### config.mk
export PLATFORM = sky130hd
export DESIGN_NAME = lsu_flat
export DESIGN_NICKNAME = d
export VERILOG_FILES = /design/src/rtl/lsu_if.sv /design/src/rtl/lsu.sv /design/src/flat_wrapper.sv
export SDC_FILE = /design/constraint.sdc
export NUM_CORES = 1
export LEC_CHECK = 0
export BUFFER_PORTS_ARGS = -buffer_cell sky130_fd_sc_hd__buf_4
export CAP_MARGIN = 30
export CORE_MARGIN = 2
export CORE_UTILIZATION = 55
export CTS_CLUSTER_DIAMETER = 50
export DETAILED_ROUTE_END_ITERATION = 16
export PLACE_DENSITY = 0.86
export SETUP_SLACK_MARGIN = 0.1
export SYNTH_ARGS = -nofsm -noshare
export SYNTH_HDL_FRONTEND = slang
export SYNTH_SLANG_ARGS = --single-unit
### constraint.sdc
create_clock -name clk -period 4.4 [get_ports clk]
set_clock_uncertainty 0.1 [all_clocks]
set_input_delay 0.44 -clock clk [delete_from_list [all_inputs] [get_ports clk]]
set_output_delay 0.44 -clock clk [all_outputs]
set_load 0.005 [all_outputs]
### src/rtl/lsu_if.sv
// rtl/lsu_if.sv - data-memory valid/ready bus between the lsu and memory
interface lsu_if #(
    parameter int ADDR_WIDTH = 32
);
    logic                  mem_valid;
    logic                  mem_ready;
    logic [ADDR_WIDTH-1:0] mem_addr;
    logic [31:0]           mem_rdata;
    logic [31:0]           mem_wdata;
    logic [3:0]            mem_wstrb;

    modport master (
        output mem_valid, mem_addr, mem_wdata, mem_wstrb,
        input  mem_ready, mem_rdata
    );

    modport slave (
        input  mem_valid, mem_addr, mem_wdata, mem_wstrb,
        output mem_ready, mem_rdata
    );
endinterface

### src/rtl/lsu.sv
// rtl/lsu.sv - load/store unit: sized, lane-steered accesses over a valid/ready bus with timeout
module lsu #(
    parameter int ADDR_WIDTH = 32,
    parameter int TIMEOUT    = 255
) (
    input  logic        clk,
    input  logic        rst,
    input  logic        hlt,
    input  logic        flush,
    input  logic        load,
    input  logic        store,
    input  logic [2:0]  funct3,
    input  logic [31:0] base,
    input  logic [31:0] offset,
    input  logic [31:0] wdata_in,
    output logic        stall,
    output logic        done,
    output logic [31:0] result,
    output logic        fault,
    output logic [1:0]  fault_cause,
    lsu_if.master       bus
);
    localparam int CW = (TIMEOUT > 1) ? $clog2(TIMEOUT) : 1;
    localparam logic [CW-1:0] T_LAST = CW'((TIMEOUT > 0) ? TIMEOUT - 1 : 0);

    typedef enum logic [1:0] {IDLE, BUSY, RESP} state_t;

    state_t                state;
    logic [CW-1:0]         tcnt;
    logic [1:0]            off_q;
    logic [2:0]            f3_q;
    logic                  is_store_q;
    logic                  squash;
    logic                  valid_q;
    logic [ADDR_WIDTH-1:0] addr_q;
    logic [31:0]           wdata_q;
    logic [3:0]            wstrb_q;

    logic [31:0] addr_sum;
    logic        req;
    logic        illegal;
    logic        misaligned;
    logic        legal_req;
    logic        timeout_hit;
    logic [31:0] rd_shift;
    logic [31:0] ld_val;
    logic [31:0] st_data;
    logic [3:0]  st_strb;

    always_comb begin
        addr_sum   = base + offset;
        req        = (load | store) & ~flush & ~hlt;
        if (store)
            illegal = ~(funct3 inside {3'd0, 3'd1, 3'd2});
        else
            illegal = ~(funct3 inside {3'd0, 3'd1, 3'd2, 3'd4, 3'd5});
        misaligned = ((funct3[1:0] == 2'd1) & addr_sum[0]) |
                     ((funct3[1:0] == 2'd2) & (|addr_sum[1:0]));
        legal_req  = req & ~illegal & ~misaligned;
        stall      = (state == BUSY) | ((state == IDLE) & legal_req);
        // a ready in the last allowed cycle completes normally
        timeout_hit = (TIMEOUT != 0) && (tcnt == T_LAST) && !bus.mem_ready;
    end

    always_comb begin
        st_data = wdata_in;
        st_strb = 4'b1111;
        case (funct3[1:0])
            2'd0: begin
                st_data = {4{wdata_in[7:0]}};
                st_strb = 4'b0001 << addr_sum[1:0];
            end
            2'd1: begin
                st_data = {2{wdata_in[15:0]}};
                st_strb = 4'b0011 << addr_sum[1:0];
            end
            default: begin
                st_data = wdata_in;
                st_strb = 4'b1111;
            end
        endcase
    end

    always_comb begin
        rd_shift = bus.mem_rdata >> {off_q, 3'b000};
        case (f3_q)
            3'd0:    ld_val = {{24{rd_shift[7]}}, rd_shift[7:0]};
            3'd1:    ld_val = {{16{rd_shift[15]}}, rd_shift[15:0]};
            3'd4:    ld_val = {24'd0, rd_shift[7:0]};
            3'd5:    ld_val = {16'd0, rd_shift[15:0]};
            default: ld_val = rd_shift;
        endcase
    end

    always_ff @(posedge clk or negedge rst) begin
        if (!rst) begin
            state       <= IDLE;
            tcnt        <= '0;
            off_q       <= '0;
            f3_q        <= '0;
            is_store_q  <= 1'b0;
            squash      <= 1'b0;
            valid_q     <= 1'b0;
            addr_q      <= '0;
            wdata_q     <= '0;
            wstrb_q     <= '0;
            done        <= 1'b0;
            result      <= '0;
            fault       <= 1'b0;
            fault_cause <= '0;
        end else begin
            fault <= 1'b0;
            case (state)
                IDLE: begin
                    if (req && illegal) begin
                        fault       <= 1'b1;
                        fault_cause <= 2'd2;
                    end else if (req && misaligned) begin
                        fault       <= 1'b1;
                        fault_cause <= 2'd1;
                    end else if (req) begin
                        addr_q     <= addr_sum[ADDR_WIDTH-1:0] & ~ADDR_WIDTH'(3);
                        off_q      <= addr_sum[1:0];
                        f3_q       <= funct3;
                        is_store_q <= store;
                        wdata_q    <= st_data;
                        wstrb_q    <= store ? st_strb : 4'b0000;
                        valid_q    <= 1'b1;
                        tcnt       <= '0;
                        squash     <= 1'b0;
                        state      <= BUSY;
                    end
                end
                BUSY: begin
                    if (flush)
                        squash <= 1'b1;
                    if (bus.mem_ready) begin
                        valid_q <= 1'b0;
                        wstrb_q <= 4'b0000;
                        if (!is_store_q)
                            result <= ld_val;
                        // squashed transfers finish on the bus but never report done
                        if (squash || flush) begin
                            state <= IDLE;
                        end else begin
                            state <= RESP;
                            done  <= 1'b1;
                        end
                    end else if (timeout_hit) begin
                        valid_q     <= 1'b0;
                        wstrb_q     <= 4'b0000;
                        fault       <= 1'b1;
                        fault_cause <= 2'd3;
                        state       <= IDLE;
                    end else begin
                        tcnt <= tcnt + CW'(1);
                    end
                end
                RESP: begin
                    if (!hlt) begin
                        done  <= 1'b0;
                        state <= IDLE;
                    end
                end
                default: state <= IDLE;
            endcase
        end
    end

    assign bus.mem_valid = valid_q;
    assign bus.mem_addr  = addr_q;
    assign bus.mem_wdata = wdata_q;
    assign bus.mem_wstrb = wstrb_q;
endmodule

### src/flat_wrapper.sv
// flat-port wrapper written by rule: the top's interface ports become plain ports
module lsu_flat 
#(
    parameter int ADDR_WIDTH = 32,
    parameter int TIMEOUT    = 255
)
  (clk, rst, hlt, flush, load, store, funct3, base, offset, wdata_in, stall, done, result, fault, fault_cause, bus_mem_valid, bus_mem_addr, bus_mem_wdata, bus_mem_wstrb, bus_mem_ready, bus_mem_rdata);
  lsu_if #(.ADDR_WIDTH(ADDR_WIDTH)) bus_i ();
  input  logic clk;
  input  logic rst;
  input  logic hlt;
  input  logic flush;
  input  logic load;
  input  logic store;
  input  logic [2:0] funct3;
  input  logic [31:0] base;
  input  logic [31:0] offset;
  input  logic [31:0] wdata_in;
  output logic stall;
  output logic done;
  output logic [31:0] result;
  output logic fault;
  output logic [1:0] fault_cause;
  output wire logic [$bits(bus_i.mem_valid)-1:0] bus_mem_valid;
  output wire logic [$bits(bus_i.mem_addr)-1:0] bus_mem_addr;
  output wire logic [$bits(bus_i.mem_wdata)-1:0] bus_mem_wdata;
  output wire logic [$bits(bus_i.mem_wstrb)-1:0] bus_mem_wstrb;
  input wire logic [$bits(bus_i.mem_ready)-1:0] bus_mem_ready;
  input wire logic [$bits(bus_i.mem_rdata)-1:0] bus_mem_rdata;
  assign bus_mem_valid = bus_i.mem_valid;
  assign bus_mem_addr = bus_i.mem_addr;
  assign bus_mem_wdata = bus_i.mem_wdata;
  assign bus_mem_wstrb = bus_i.mem_wstrb;
  assign bus_i.mem_ready = bus_mem_ready;
  assign bus_i.mem_rdata = bus_mem_rdata;
  lsu #(.ADDR_WIDTH(ADDR_WIDTH), .TIMEOUT(TIMEOUT)) u_core (.clk(clk), .rst(rst), .hlt(hlt), .flush(flush), .load(load), .store(store), .funct3(funct3), .base(base), .offset(offset), .wdata_in(wdata_in), .stall(stall), .done(done), .result(result), .fault(fault), .fault_cause(fault_cause), .bus(bus_i));
endmodule
==> run_results.csv, run 1 <==
group,metric,value,unit
detailed_routing,postRouteAntennaNets,0,
cells_and_area,final_nets,1237,
cells_and_area,drive_gt1_share,27.6,%
placed_design,routabilityCongestion,0.978,
detailed_routing,post-route-drc-count,0,
sta,min_period,3240,ps
sta,hold_violations,0,
setup_path,worstPathMaxFanout,18,
clocking,htreeDepth,4,
job,max_cap_viol_count,0,
logic_synthesis,synth_top_family_by_area,"compound AO/OA/AOI/OAI gates",
logic_synthesis,avgSynthCellArea,8.63,um2
setup_path,worst_ep_arrival_time,2700,ps
detailed_routing,viasPerCell,5.91,
logic_synthesis,synth_ff_type,"dfrtp_1",
logic_synthesis,synthTopCellsByArea,"dfrtp_1 41%, nand2_1 8.8%, mux2i_1 5.8%",
power_and_ir_drop,irDropWorstVdd,0.000303,V
clocking,cts.path.max_buffers,2,
sta,timing.fmax,309,MHz
setup_path,rrSetupSlack,1650,ps
cells_and_area,area_growth,36.3,%
placed_design,place_area,0.00919,mm2
sta,setup_ws,1160,ps
logic_synthesis,synth_cell_types,68,
logic_synthesis,post-synth-top-count-cell,"nand2_1",
logic_synthesis,synth_top_cell_by_area,"dfrtp_1",
clocking,hold_buffers,1,
logic_synthesis,synthMuxAreaShare,5.96,%
sta,setup_viol,0,
sta,tns,0,ps
die,core,0.0127,mm2
power_and_ir_drop,finalPower,4.96,mW
min_path,hold_path.class,"input pin to flip-flop",
logic_synthesis,synth_compound_area_share,20.7,%
die,die_area,0.0141,mm2
grt,antenna_found_initial,0,
cells_and_area,fin_area,0.00988,mm2
detailed_routing,drt_first_pass_iters,7,
setup_path,worstSetupPathType,"input pin to output port",
logic_synthesis,synth_edf_count,0,
clocking,post_cts_buffers,0,
cells_and_area,num_antenna_cells,0,
grt,grt_max_degree,72,
die,start_util,57.0,%
logic_synthesis,yosys.area_share.adder,5.97,%
setup_path,cp.required,3860,ps
logic_synthesis,synth_top_area_share,41.4,%
logic_synthesis,ys_seq_elements,120,
detailed_routing,finalWirelength,22500,um
logic_synthesis,async_flop_share,100,%
placed_design,dp_hpwl,16400,um
die,dieHeight,119,um
clocking,numCtsBuffers,17,
sta,grt_setup_unrepaired,"false",
detailed_routing,drtIter0Drc,785,
grt,grt_usage,32.3,%
sta,worst_pin_slew,897,ps
min_path,hp-start,"wdata_in[2]",
clocking,cts_resized,0,
logic_synthesis,ys_warn_count,0,
grt,grt_overflow,0,
setup_path,rr_startpoint,"u_core.off_q[0]$_DFFE_PN0P_",
setup_path,reg2regPathDepth,7,
min_path,hold_end,"u_core.bus.mem_wdata[2]$_DFFE_PN0P_",
die,num_rows,41,
sta,report.final.slew_viol_count,0,
placed_design,port_buffers,241,
cells_and_area,seqCellArea,0.00300,mm2
clocking,clock_latency,410,ps
min_path,whs_path_depth,3,
cells_and_area,multi_input_area,0.00406,mm2
logic_synthesis,yosysSeqAreaShare,41.4,%
grt,grt_pass1_wl,36400,um
sta,max_slew_margin,40.0,%
logic_synthesis,syn_inst,840,
outcome,status,"finished, final reports clean",
placed_design,pre_cts_ws,997,ps
clocking,clk_pin_slew,50,ps
setup_path,cp-start-kind,"input pin",
sta,finalCritPeriodShare,73.6,%
die,die_w,119,um
clocking,cts_tree,"built",
detailed_routing,vias,7390,
logic_synthesis,synth-simple-area-share,20.0,%
die,io-pin-count,244,
power_and_ir_drop,p_per_area,502,mW/mm2
logic_synthesis,netlist_top_cells_count,"170 x nand2_1, 120 x dfrtp_1, 71 x nor2_1",
grt,grt_pass1_vias,7258,
detailed_routing,wl_per_cell,18.0,um
logic_synthesis,syn_area,0.00725,mm2
setup_path,endpoint_kind,"output port",
clocking,clock-sinks,120,
clocking,cts.root.buffer_cell,"clkbuf_16",
power_and_ir_drop,leakage,4.84,nW
logic_synthesis,synth-xor-area-share,2.78,%
cells_and_area,fillerInstances,890,
setup_path,worstReg2RegEnd,"u_core.result[24]$_DFFE_PN0P_",
[state kept, by name (all words and copies together) (netlist names)]
| register | cells |
|---|---|
| u_core.bus.mem_wstrb | 4 |
| u_core.off_q | 2 |
| u_core.fault_cause | 2 |
| u_core.tcnt | 8 |
| u_core.result | 32 |
| u_core.squash | 1 |
| u_core.fault | 1 |
| u_core.is_store_q | 1 |
| u_core.bus.mem_addr | 30 |
| u_core.state | 2 |
| u_core.done | 1 |
| u_core.f3_q | 3 |
| u_core.bus.mem_wdata | 32 |
| u_core.bus.mem_valid | 1 |
[where the power goes]
part           internal [mW]  leakage (nW)  total (mW)  switching [mW]
clock                   1.03         0.312        1.54           0.506
sequential              1.47          1.50        1.75           0.271
combinational          0.873          3.03        1.68           0.802
[routing by layer]
layer,wire (um),track usage (%)
met5,0,0
met4,775,13.7
met3,1750,7.48
met2,11000,54.0
met1,8970,40.0
[cell usage in the layout, fill, tap and decap left out, types with 4 or more instances in the layout]
cell type | Yosys | routed
a21oi_1 | 64 | 64
nor2_1 | 71 | 71
o21bai_1 | 5 | 5
o22a_1 | 11 | 11
a211oi_1 | 12 | 12
nand4_1 | 17 | 17
a221o_1 | 4 | 4
xnor2_1 | 8 | 8
nor2b_1 | 12 | 12
ha_1 | 33 | 33
mux2i_1 | 42 | 42
or3_1 | 4 | 4
clkbuf_16 | 0 | 17
nor3_1 | 12 | 12
nand2_1 | 170 | 170
nand3_1 | 16 | 16
buf_4 | 2 | 250
xor2_1 | 15 | 15
inv_1 | 10 | 10
bufinv_16 | 0 | 5
o31ai_1 | 6 | 6
o21a_1 | 7 | 7
dfrtp_1 | 120 | 120
a21o_1 | 15 | 15
and3_1 | 6 | 6
o21ai_0 | 70 | 70
[how the worst max path moves through the flow]
| stage | startpoint | end | slack [ps] | cells past startpoint |
|---|---|---|---|---|
| 2_1_floorplan | offset[0] | u_core.bus.mem_addr[30]$_DFFE_PN0P_ | 1570 | 9 |
| 3_3_place_gp | offset[0] | u_core.bus.mem_addr[29]$_DFFE_PN0P_ | 1090 | 9 |
| 3_5_place_dp | offset[0] | u_core.bus.mem_addr[29]$_DFFE_PN0P_ | 1000 | 9 |
| 4_1_cts | offset[0] | stall | 1180 | 7 |
| 5_1_grt | offset[0] | stall | 1050 | 7 |
| 6_report | offset[0] | stall | 1160 | 7 |
[worst max-delay path, cell delays in order]
cell,delay [ps]
buf_4,110
ha_1,210
fa_1,580
nor4_1,580
o2111ai_4,380
nand2_1,260
buf_4,140
[kinds of logic (layout without fill, tap and decap cells)]
kind of cell / count (synthesis) / after routing
AOI/OAI and AO/OA: 233 / 233
xor gates and xnor gates: 23 / 23
adders and majority gates: 34 / 34
buffers and inverters: 57 / 294
DFF: 120 / 120
muxes: 43 / 43
other: 1 / 2
and+or+nand+nor: 329 / 329
[final cells by class]
type | count | area share [%]
Tap cell | 172 | 2.18
Inverter | 10 | 0.380
Clock inverter | 12 | 1.99
Sequential cell | 120 | 30.4
Clock buffer | 20 | 4.62
Timing Repair Buffer | 252 | 19.4
Multi-Input combinational cell | 664 | 41.1
[through the flow]
stage | utilization (%) | hold WS [ps] | instances
finish | 77.6 | 163 | 1250
global route | 77.6 | 175 | 1250
CTS | 77.4 | 153 | 1249
detailed placement | 72.2 | 204 | 1216
global placement | 72.2 | 204 | 1216
floorplan | - | 44.4 | 841
Note: power is estimated with default switching activity, not from simulation.
==> run 2: changes to the inputs <==
- CORE_UTILIZATION: 55 -> 51
- PLACE_DENSITY: 0.86 -> 0.81
- clock period: 4.4 -> 3.1 ns (I/O delays scaled with it)
==> run_results.csv, run 2 (synthesized netlist as in run 1, its figures left out) <==
group,metric,value,unit
min_path,hold_end,"u_core.bus.mem_wdata[3]$_DFFE_PN0P_",
grt,grt_pass1_vias,7017,
job,max_cap_viol_count,0,
detailed_routing,post-route-drc-count,0,
sta,tns,0,ps
sta,hold_violations,0,
placed_design,dp_hpwl,16400,um
cells_and_area,seqCellArea,0.00300,mm2
clocking,htreeDepth,4,
cells_and_area,area_growth,36.6,%
clocking,post_cts_buffers,0,
setup_path,worst_ep_arrival_time,2830,ps
die,start_util,52.2,%
sta,report.final.slew_viol_count,0,
grt,grt_max_degree,94,
setup_path,endpoint_kind,"flip-flop",
cells_and_area,drive_gt1_share,27.8,%
setup_path,worstReg2RegEnd,"u_core.result[29]$_DFFE_PN0P_",
clocking,cts.path.max_buffers,2,
clocking,hold_buffers,1,
clocking,cts_tree,"built",
clocking,clock-sinks,120,
power_and_ir_drop,p_per_area,692,mW/mm2
detailed_routing,drt_first_pass_iters,5,
clocking,clk_pin_slew,60,ps
detailed_routing,viasPerCell,5.69,
sta,finalCritPeriodShare,83.8,%
grt,grt_usage,29.4,%
outcome,status,"finished, final reports clean",
min_path,hp-start,"wdata_in[3]",
die,num_rows,43,
clocking,cts_resized,0,
grt,antenna_found_initial,0,
setup_path,cp.required,3330,ps
clocking,clock_latency,420,ps
sta,setup_ws,501,ps
die,io-pin-count,244,
power_and_ir_drop,leakage,4.85,nW
die,die_area,0.0152,mm2
sta,max_slew_margin,48.1,%
sta,timing.hold.ws,22.4,ps
clocking,numCtsBuffers,17,
min_path,whs_path_depth,3,
power_and_ir_drop,finalPower,6.84,mW
power_and_ir_drop,irDropWorstVdd,0.000418,V
detailed_routing,finalWirelength,21800,um
sta,timing.fmax,385,MHz
die,die_w,123,um
setup_path,cp-start-kind,"input pin",
placed_design,port_buffers,241,
sta,min_period,2600,ps
cells_and_area,most-common-layout-cells,"253 x buf_4, 170 x nand2_1, 120 x dfrtp_1",
setup_path,rr_startpoint,"u_core.off_q[0]$_DFFE_PN0P_",
setup_path,worstPathMaxFanout,5,
cells_and_area,num_antenna_cells,0,
cells_and_area,fillerInstances,1134,
grt,grt_overflow,0,
sta,setup_viol,0,
detailed_routing,vias,7187,
placed_design,pre_cts_ws,75.4,ps
die,core,0.0139,mm2
detailed_routing,postRouteAntennaNets,0,
setup_path,rrSetupSlack,780,ps
cells_and_area,final_common_cell,"buf_4",
sta,worst_pin_slew,779,ps
cells_and_area,final_nets,1242,
setup_path,worstSetupPathType,"input pin to flip-flop",
clocking,cts.root.buffer_cell,"clkbuf_16",
grt,grt_pass1_wl,34700,um
placed_design,routabilityCongestion,0.925,
min_path,hold_path.class,"input pin to flip-flop",
sta,grt_setup_unrepaired,"false",
setup_path,reg2regPathDepth,6,
detailed_routing,drtIter0Drc,443,
cells_and_area,multi_input_area,0.00406,mm2
die,dieHeight,123,um
detailed_routing,wl_per_cell,17.3,um
## run 2: changes by cell type in the layout (fill, tap and decap cells not counted), sizes merged
cell | previous run | this run
inv | 11 | 10
clkinv | 3 | 4
buf | 251 | 256
bufinv | 5 | 3
clkbuf | 20 | 21
clkinvlp | 3 | 4
## run 2: critical path, cell delays in order
cell and delay, ps:
buf_4 110, ha_1 210, fa_1 420, a21o_1 220, a221o_1 380, a311oi_2 280
a31oi_2 190, a311oi_4 430, nand4_1 160, o211ai_1 130
## run 2: worst max-delay path by stage
stage,from,endpoint,slack [ps],depth (start not counted)
6_report,offset[0],u_core.bus.mem_addr[26]$_DFFE_PN0P_,500,10
5_1_grt,offset[0],u_core.bus.mem_addr[30]$_DFFE_PN0P_,390,10
4_1_cts,offset[0],u_core.bus.mem_addr[26]$_DFFE_PN0P_,520,10
3_5_place_dp,offset[0],u_core.bus.mem_addr[26]$_DFFE_PN0P_,80,10
3_3_place_gp,offset[0],u_core.bus.mem_addr[30]$_DFFE_PN0P_,130,10
2_1_floorplan,offset[0],u_core.bus.mem_addr[30]$_DFFE_PN0P_,400,9
## run 2: per-stage QoR
step | cell area [um2] | utilization [%] | instances
after CTS | 9900 | 71.3 | 1263
after detailed placement | 9280 | 66.9 | 1230
after global placement | 9280 | 66.9 | 1230
after global routing | 9900 | 71.3 | 1263
after floorplan | 7250 | - | 841
final | 9900 | 71.3 | 1263
## run 2: where the power goes
group / internal [mW] / leakage, nW / switching [mW]
clock network: 1.30 / 0.285 / 0.731
logic: 1.23 / 3.07 / 1.10
registers: 2.09 / 1.50 / 0.382
## run 2: final cells by class
cell class              count  area share, %
clock buffers              21           4.65
inverters                  10          0.379
repair buffers            257           19.9
clock inverters            11           1.49
well taps                 180           2.28
flip-flops and latches    120           30.3
multi-input cells         664           41.0
## run 2: metal layers
layer	vias to the layer above	wire length, um	GRT usage, %
met4	0	638	12.4
met5	-	0	0
met2	294	10600	49.0
met3	45	1800	6.96
met1	3395	8800	36.7
li1	3453	-	-
==> run 3: changes to the inputs <==
- clock period: 3.1 -> 2.4 ns (I/O delays scaled with it)
==> run_results.csv, run 3 (synthesized netlist as in run 1, its figures left out) <==
group,metric,value,unit
outcome,status,"finished, final reports clean",
die,die_area,0.0152,mm2
setup_path,worstSetupPathType,"input pin to flip-flop",
clocking,cts.root.buffer_cell,"clkbuf_16",
sta,report.final.slew_viol_count,0,
cells_and_area,finalNonFillerCells,1342,
sta,max_slew_margin,56.3,%
sta,hold_violations,0,
die,io-pin-count,244,
clocking,cts.path.max_buffers,2,
placed_design,routabilityCongestion,0.943,
detailed_routing,post-route-drc-count,0,
clocking,clock_latency,420,ps
power_and_ir_drop,p_per_area,848,mW/mm2
job,max_cap_viol_count,0,
grt,grt_overflow,0,
placed_design,dp_cells,1288,
detailed_routing,postRouteAntennaNets,0,
sta,min_period,2270,ps
sta,setup_ws,126,ps
setup_path,worstPathMaxFanout,5,
grt,grt_pass1_vias,7396,
min_path,hold_path.class,"input pin to flip-flop",
cells_and_area,final_common_cell,"buf_4",
clocking,clk_pin_slew,50,ps
clocking,htreeDepth,4,
detailed_routing,drtIter0Drc,664,
detailed_routing,finalWirelength,22400,um
sta,finalCritPeriodShare,94.8,%
sta,worst_pin_slew,654,ps
placed_design,dp_hpwl,16800,um
die,start_util,52.2,%
setup_path,endpoint_kind,"flip-flop",
min_path,hp-start,"bus_mem_rdata[27]",
grt,grt_max_degree,54,
cells_and_area,area_growth,46.1,%
sta,setup_viol,0,
cells_and_area,most-common-layout-cells,"314 x buf_4, 168 x nand2_1, 120 x dfrtp_1",
sta,grt_setup_unrepaired,"true",
grt,grt_usage,30.1,%
detailed_routing,viasPerCell,5.75,
sta,timing.fmax,440,MHz
cells_and_area,drive_gt1_share,32.2,%
detailed_routing,drt_first_pass_iters,5,
cells_and_area,fin_util,76.3,%
clocking,cts_tree,"built",
setup_path,cp.required,2600,ps
die,dieHeight,123,um
grt,antenna_found_initial,0,
cells_and_area,final_nets,1321,
cells_and_area,num_antenna_cells,0,
placed_design,pre_cts_ws,-375,ps
clocking,numCtsBuffers,17,
setup_path,worst_ep_arrival_time,2470,ps
die,die_w,123,um
setup_path,rr_startpoint,"u_core.off_q[0]$_DFFE_PN0P_",
clocking,clock-sinks,120,
power_and_ir_drop,irDropWorstVdd,0.000519,V
die,num_rows,43,
die,core,0.0139,mm2
detailed_routing,vias,7718,
setup_path,crit_path_start,"base[0]",
power_and_ir_drop,finalPower,8.98,mW
power_and_ir_drop,leakage,5.21,nW
detailed_routing,wl_per_cell,16.7,um
setup_path,cp-start-kind,"input pin",
placed_design,port_buffers,241,
grt,grt_pass1_wl,35600,um
[run 3: final timing paths]
check / cells past startpoint / slack (ps) / to
setup / recovery: 10 / 130 / u_core.bus.mem_addr[30]$_DFFE_PN0P_
hold / removal: 3 / 9 / u_core.result[27]$_DFFE_PN0P_
setup reg to reg: 6 / 340 / u_core.result[12]$_DFFE_PN0P_
hold reg to reg: 2 / 380 / u_core.bus.mem_addr[6]$_DFFE_PN0P_
max in group asynchronous: 3 / 1180 / u_core.bus.mem_wdata[16]$_DFFE_PN0P_
min in group asynchronous: 2 / 260 / u_core.bus.mem_wdata[1]$_DFFE_PN0P_
[run 3: per-layer routing]
metal / global-route usage, % / wire length (um) / vias to the layer above
li1: - / - / 3610
met1: 36.9 / 8810 / 3626
met2: 49.0 / 10700 / 403
met3: 7.06 / 1930 / 79
met4: 16.3 / 991 / 0
met5: 0 / 0 / -
[run 3: worst max-delay path, cell delays in order]
cell      delay, ps
buf_4           120
ha_4            160
fa_2            340
a21o_1          200
a221o_1         350
a311oi_2        280
a31oi_2         190
a311oi_4        340
or4_1           180
nand4_1          70
[run 3: final cells by class]
class                           count  area [um2]
Fill cell                         991        3290
Clock buffer                       17         425
Multi-Input combinational cell    664        4100
Clock inverter                     15         179
Tap cell                          180         225
Timing Repair Buffer              336        2620
Sequential cell                   120        3000
Inverter                           10        37.5
[run 3: per-stage QoR]
step,TNS [ps],hold slack (ps),area (um2)
after floorplan,-248,-156,7290
after CTS,0,2.74,10600
after global placement,-2480,179,9760
after global routing,0,13.2,10600
final,0,9.01,10600
after detailed placement,-3580,172,9760
[run 3: timing repair]
item	in CTS	in global routing
pin swaps	9	4
buffers inserted	3	1
resized for setup	0	6
endpoints found under the setup margin	4	14
hold buffers	18	0
endpoints found under the hold margin	59	0
[run 3: report_power, final]
| group | switching (mW) | internal, mW | total [mW] |
|---|---|---|---|
| registers | 0.472 | 2.70 | 3.17 |
| clock network | 0.964 | 1.63 | 2.59 |
| logic | 1.49 | 1.72 | 3.22 |
